[src/rtl/fmul_share_arb.sv]
// Round-robin arbiter that time-shares one fixed-latency pipelined fmul unit
// among NREQ requesters. A {valid, index} tag pipeline follows each issued
// operation through the multiplier so its result lands in the right response slot.
module fmul_share_arb #(
  parameter int NREQ = 2,
  parameter int LAT  = 1
) (
  input  logic                 clk,
  input  logic                 rst,
  input  logic [NREQ-1:0]      req_valid,
  output logic [NREQ-1:0]      req_ready,
  input  logic [32*NREQ-1:0]   req_x1,
  input  logic [32*NREQ-1:0]   req_x2,
  output logic [NREQ-1:0]      rsp_valid,
  input  logic [NREQ-1:0]      rsp_ready,
  output logic [32*NREQ-1:0]   rsp_y,
  output logic [31:0]          fmul_x1,
  output logic [31:0]          fmul_x2,
  input  logic [31:0]          fmul_y,
  output logic                 busy
);

  localparam int IW = (NREQ > 1) ? $clog2(NREQ) : 1;

  logic [IW-1:0]      ptr_q, ptr_d;
  logic [NREQ-1:0]    pending_q, pending_d;
  logic [NREQ-1:0]    elig;
  logic [NREQ-1:0]    grant_oh;
  logic               grant_any;
  logic [IW-1:0]      grant_idx;
  logic [IW-1:0]      cand;
  logic [NREQ-1:0]    rsp_hs;
  logic [NREQ-1:0]    rsp_valid_q, rsp_valid_d;
  logic [32*NREQ-1:0] rsp_y_q;
  logic [LAT-1:0]     tag_vld_q;
  logic [IW-1:0]      tag_idx_q [LAT];
  logic               cap_vld;
  logic [IW-1:0]      cap_idx;

  // Round-robin search from ptr; a requester with an operation outstanding is skipped
  always_comb begin
    elig      = req_valid & ~pending_q & {NREQ{~rst}};
    grant_oh  = '0;
    grant_any = 1'b0;
    grant_idx = '0;
    cand      = '0;
    for (int off = 0; off < NREQ; off++) begin
      cand = IW'((int'(ptr_q) + off) % NREQ);
      if (!grant_any && elig[cand]) begin
        grant_any      = 1'b1;
        grant_idx      = cand;
        grant_oh[cand] = 1'b1;
      end
    end
    ptr_d = grant_any ? IW'((int'(grant_idx) + 1) % NREQ) : ptr_q;
  end

  // Operand steering to the multiplier; zero when nothing issues
  always_comb begin
    fmul_x1 = '0;
    fmul_x2 = '0;
    for (int i = 0; i < NREQ; i++) begin
      if (grant_oh[i]) begin
        fmul_x1 = req_x1[32*i +: 32];
        fmul_x2 = req_x2[32*i +: 32];
      end
    end
  end

  assign req_ready = grant_oh;
  assign rsp_hs    = rsp_valid_q & rsp_ready;
  assign pending_d = (pending_q & ~rsp_hs) | grant_oh;
  assign cap_vld   = tag_vld_q[LAT-1];
  assign cap_idx   = tag_idx_q[LAT-1];

  // Response valid: set when the tag pipeline delivers, cleared on handshake
  always_comb begin
    rsp_valid_d = rsp_valid_q & ~rsp_hs;
    for (int i = 0; i < NREQ; i++) begin
      if (cap_vld && cap_idx == IW'(i)) begin
        rsp_valid_d[i] = 1'b1;
      end
    end
  end

  // Control state: pointer, pending bits, tag valids, response valids
  always_ff @(posedge clk) begin
    if (rst) begin
      ptr_q       <= '0;
      pending_q   <= '0;
      tag_vld_q   <= '0;
      rsp_valid_q <= '0;
    end else begin
      ptr_q        <= ptr_d;
      pending_q    <= pending_d;
      rsp_valid_q  <= rsp_valid_d;
      // issue -> stage 0 of the tag pipeline
      tag_vld_q[0] <= grant_any;
      for (int k = 1; k < LAT; k++) begin
        // stage k-1 -> stage k
        tag_vld_q[k] <= tag_vld_q[k-1];
      end
    end
  end

  // Tag indices travel alongside the valids; only meaningful when valid
  always_ff @(posedge clk) begin
    tag_idx_q[0] <= grant_idx;
    for (int k = 1; k < LAT; k++) begin
      tag_idx_q[k] <= tag_idx_q[k-1];
    end
  end

  // Result capture into the per-requester response register
  always_ff @(posedge clk) begin
    if (rst) begin
      rsp_y_q <= '0;
    end else begin
      for (int i = 0; i < NREQ; i++) begin
        if (cap_vld && cap_idx == IW'(i)) begin
          rsp_y_q[32*i +: 32] <= fmul_y;
        end
      end
    end
  end

  assign rsp_valid = rsp_valid_q;
  assign rsp_y     = rsp_y_q;
  assign busy      = |pending_q;

endmodule

[config.mk]
export PLATFORM = sky130hd
export DESIGN_NAME = fmul_share_arb
export DESIGN_NICKNAME = d
export VERILOG_FILES = /design/src/rtl/fmul_share_arb.sv
export SDC_FILE = /design/constraint.sdc
export NUM_CORES = 1
export LEC_CHECK = 0
export BUFFER_PORTS_ARGS = -buffer_cell sky130_fd_sc_hd__buf_2
export CAP_MARGIN = 30
export CORE_AREA = 2 2 117 119
export DETAILED_ROUTE_END_ITERATION = 8
export DIE_AREA = 0 0 119 121
export GPL_ROUTABILITY_DRIVEN = 1
export PLACE_DENSITY = 0.58
export RECOVER_POWER = 50
export SLEW_MARGIN = 15
export SYNTH_ARGS = -nofsm -noshare
export SYNTH_HDL_FRONTEND = slang
export SYNTH_SLANG_ARGS = --single-unit
[constraint.sdc]
create_clock -name clk -period 1.5 [get_ports clk]
set_input_delay 0.225 -clock clk [delete_from_list [all_inputs] [get_ports clk]]
set_output_delay 0.225 -clock clk [all_outputs]
set_load 0.05 [all_outputs]
==> results.toml <==
[sta]
rsz0062_at_grt = "true"
tightest_slew_ns = 0.656
tns_ns = -29.21
slew_viol_final = 0
hold_viol = 0
min_period_ns = 1.98
skew_ns = 0.00311
setup_ws_ns = -0.485
clock.fmax_ghz = 0.504
setup_violations = 66
maxSlewHeadroom_pct = 56.3
fin_crit_sh_pct = 132

[finish]
layout-drive-gt1-share_pct = 59.9
final_cells = 880
final_core_util_pct = 48.4
final_area_mm2 = 0.00633
seq_area_mm2 = 0.00142
multi_input_area_mm2 = 0.00196
n_fill_cell = 1251
syn2layout_area_growth_pct = 102
nets = 854

[grt]
antenna_found_initial = 10
grt_pass1_vias = 4108
grtUsageTotal_pct = 21.1
grt_pass1_wl_um = 23200
grt_max_degree = 65
overflow = 0

[power_and_ir_drop]
power_frac_seq_pct = 30.6
clockPowerShare_pct = 31.1
pwr-share-comb_pct = 38.3
ir_drop_mv = 0.563
p_int_mw = 4.33
power.leakage_nw = 3.11
sw_frac_of_total_pct = 35.2
p_per_area_mw_per_mm2 = 1050
p_switching_mw = 2.35

[yosys]
ys_warn_count = 0
syn_area_mm2 = 0.00314
ys_seq_area_share_pct = 45.3
avgSynthCellArea_um2 = 8.12
synthCells = 386
ys_ff_latch = 71
syn-num-nets = 552
yosysUniqueCellTypes = 18

[hold_path]
min_path_type = "input pin to flop"
holdPathStages = 3

[drt]
drc = 0
drt-wirelength-per-cell_um = 18.6
dr.pass1.iters = 5
first_iter_violations = 267
final_antenna_net_count = 0
wirelength_um = 16300
vias_per_cell = 4.68
vias = 4119

[place]
io_buffers = 298
hpwlAfterDp_um = 12700
placed_area_mm2 = 0.00544
dp.cells = 848
place_congestion = 0.911

[floorplanning]
die_area_mm2 = 0.0144
start_util_pct = 24.0
dieWidth_um = 119
io-pin-count = 299
core_mm2 = 0.0131
rows = 42
die_y_um = 121

[clock_tree]
cts_sinks = 71
numCtsBuffers = 9
clk_pin_slew_ns = 0.06
clk_latency_ns = 0.33
cts_max_path_buffers = 2
tritoncts = "done"
holdBufCountCts = 0
h-tree-depth = 3
root_buffer = "clkbuf_16"

[critical_path]
arrival_ns = 1.76
endpoint_kind = "output pin"
start_kind = "flop"
cp_max_fo = 28
worstPathRequired_ns = 1.27
crit_type = "flop to output pin"
ff2ff_path_depth = 4

[status]
status = "finished with violations"
violations = "negative setup slack"

[flow_run]
maxCapViolCount = 0
timing repair:
| item | in CTS | in global routing |
|---|---|---|
| setup buffers | 0 | 3 |
| pin swaps | 0 | 3 |
| gates resized for setup | 128 | 25 |
| endpoints found under the setup margin | 67 | 67 |
| cloned | 0 | 2 |
Yosys cell counts:
library cell	count	area share, %
nand2_1	132	16
and2_1	1	0.20
a21oi_1	67	11
buf_2	16	2.6
buf_4	5	1.2
clkbuf_1	11	1.3
dfxtp_1	71	45
buf_1	2	0.24
nand2b_1	3	0.60
inv_2	2	0.24
a31o_2	3	0.84
nor2b_1	1	0.20
a311oi_2	1	0.48
a22o_1	64	18
buf_6	3	1.1
or2_2	1	0.20
o2111a_1	2	0.72
nand2b_4	1	0.44
cell families after synthesis:
kind of cell	Yosys count	share of synthesized area, %
compound gates	137	30.6
flops	71	45.3
buf+inv	39	6.62
simple gates	139	17.4
layout by cell type (no fill, tap or decap):
cell type and instances:
a21oi_1 67, a22o_2 17, a22o_4 47, a311oi_4 1, a31o_2 3, and2_1 1, buf_12 14, buf_2 240
buf_4 16, buf_6 19, buf_8 37, bufinv_16 1, clkbuf_1 3, clkbuf_16 10, clkbuf_8 1, clkinv_2 3
dfxtp_1 71, diode_2 11, inv_2 2, nand2_1 132, nand2b_1 3, nand2b_4 1, nor2b_2 1, o2111a_1 1
o2111a_4 1, or2_4 1
power by group through the flow:
stage / clock network, mW / registers [mW] / logic [mW]
final: 2.08 / 2.04 / 2.56
after detailed placement: 0 / 2.08 / 2.23
after global placement: 0 / 2.08 / 2.22
after CTS: 2.14 / 2.04 / 2.48
after global routing: 2.22 / 2.05 / 2.66
after floorplan: 0 / 2.36 / 1.21
routing by layer:
layer  GRT usage (%)  routed length (um)  up-vias
met2            36.0                8460      179
li1                -                   -     1956
met4            14.6                 842        0
met1            22.6                5940     1939
met3            6.11                1090       45
met5               0                   0        -
through the flow:
step / power (mW) / worst slack (ns) / hold WS (ns)
2_1_floorplan: 3.57 / -0.104 / 0.361
3_3_place_gp: 4.30 / -0.187 / 0.440
3_5_place_dp: 4.32 / -0.209 / 0.445
4_1_cts: 6.66 / -0.498 / 0.136
5_1_grt: 6.93 / -0.540 / 0.135
6_report: 6.68 / -0.485 / 0.143
state kept, by name (all words and copies together) (netlist names):
register   flops
cap_vld        1
pending_q      2
ptr_q          1
rsp_valid      2
rsp_y         64
tag_idx_q      1
final cells by class:
class / count / area share [%]
clock inverters: 4 / 0.711
repair buffers: 328 / 37.9
multi-input cells: 276 / 31.0
diodes: 11 / 0.435
well taps: 176 / 3.48
inverters: 2 / 0.119
flip-flops and latches: 71 / 22.4
clock buffers: 12 / 3.89
path summary, 6_finish.rpt:
| check | startpoint | to | slack (ns) |
|---|---|---|---|
| worst max-delay path | pending_q[0] | fmul_x2[1] | -0.48 |
| worst min-delay path | fmul_y[6] | rsp_y[38] | 0.14 |
| worst max register to register | pending_q[0] | pending_q[1] | 0.18 |
| worst min register to register | rsp_y[15] | rsp_y[15] | 0.45 |
critical path: stages, from the launching register on:
cell	delay (ns)
dfxtp_1	0.31
nand2b_4	0.15
o2111a_4	0.34
buf_12	0.19
a22o_2	0.27
buf_12	0.16
No activity file was read; power rests on OpenSTA's default activity.
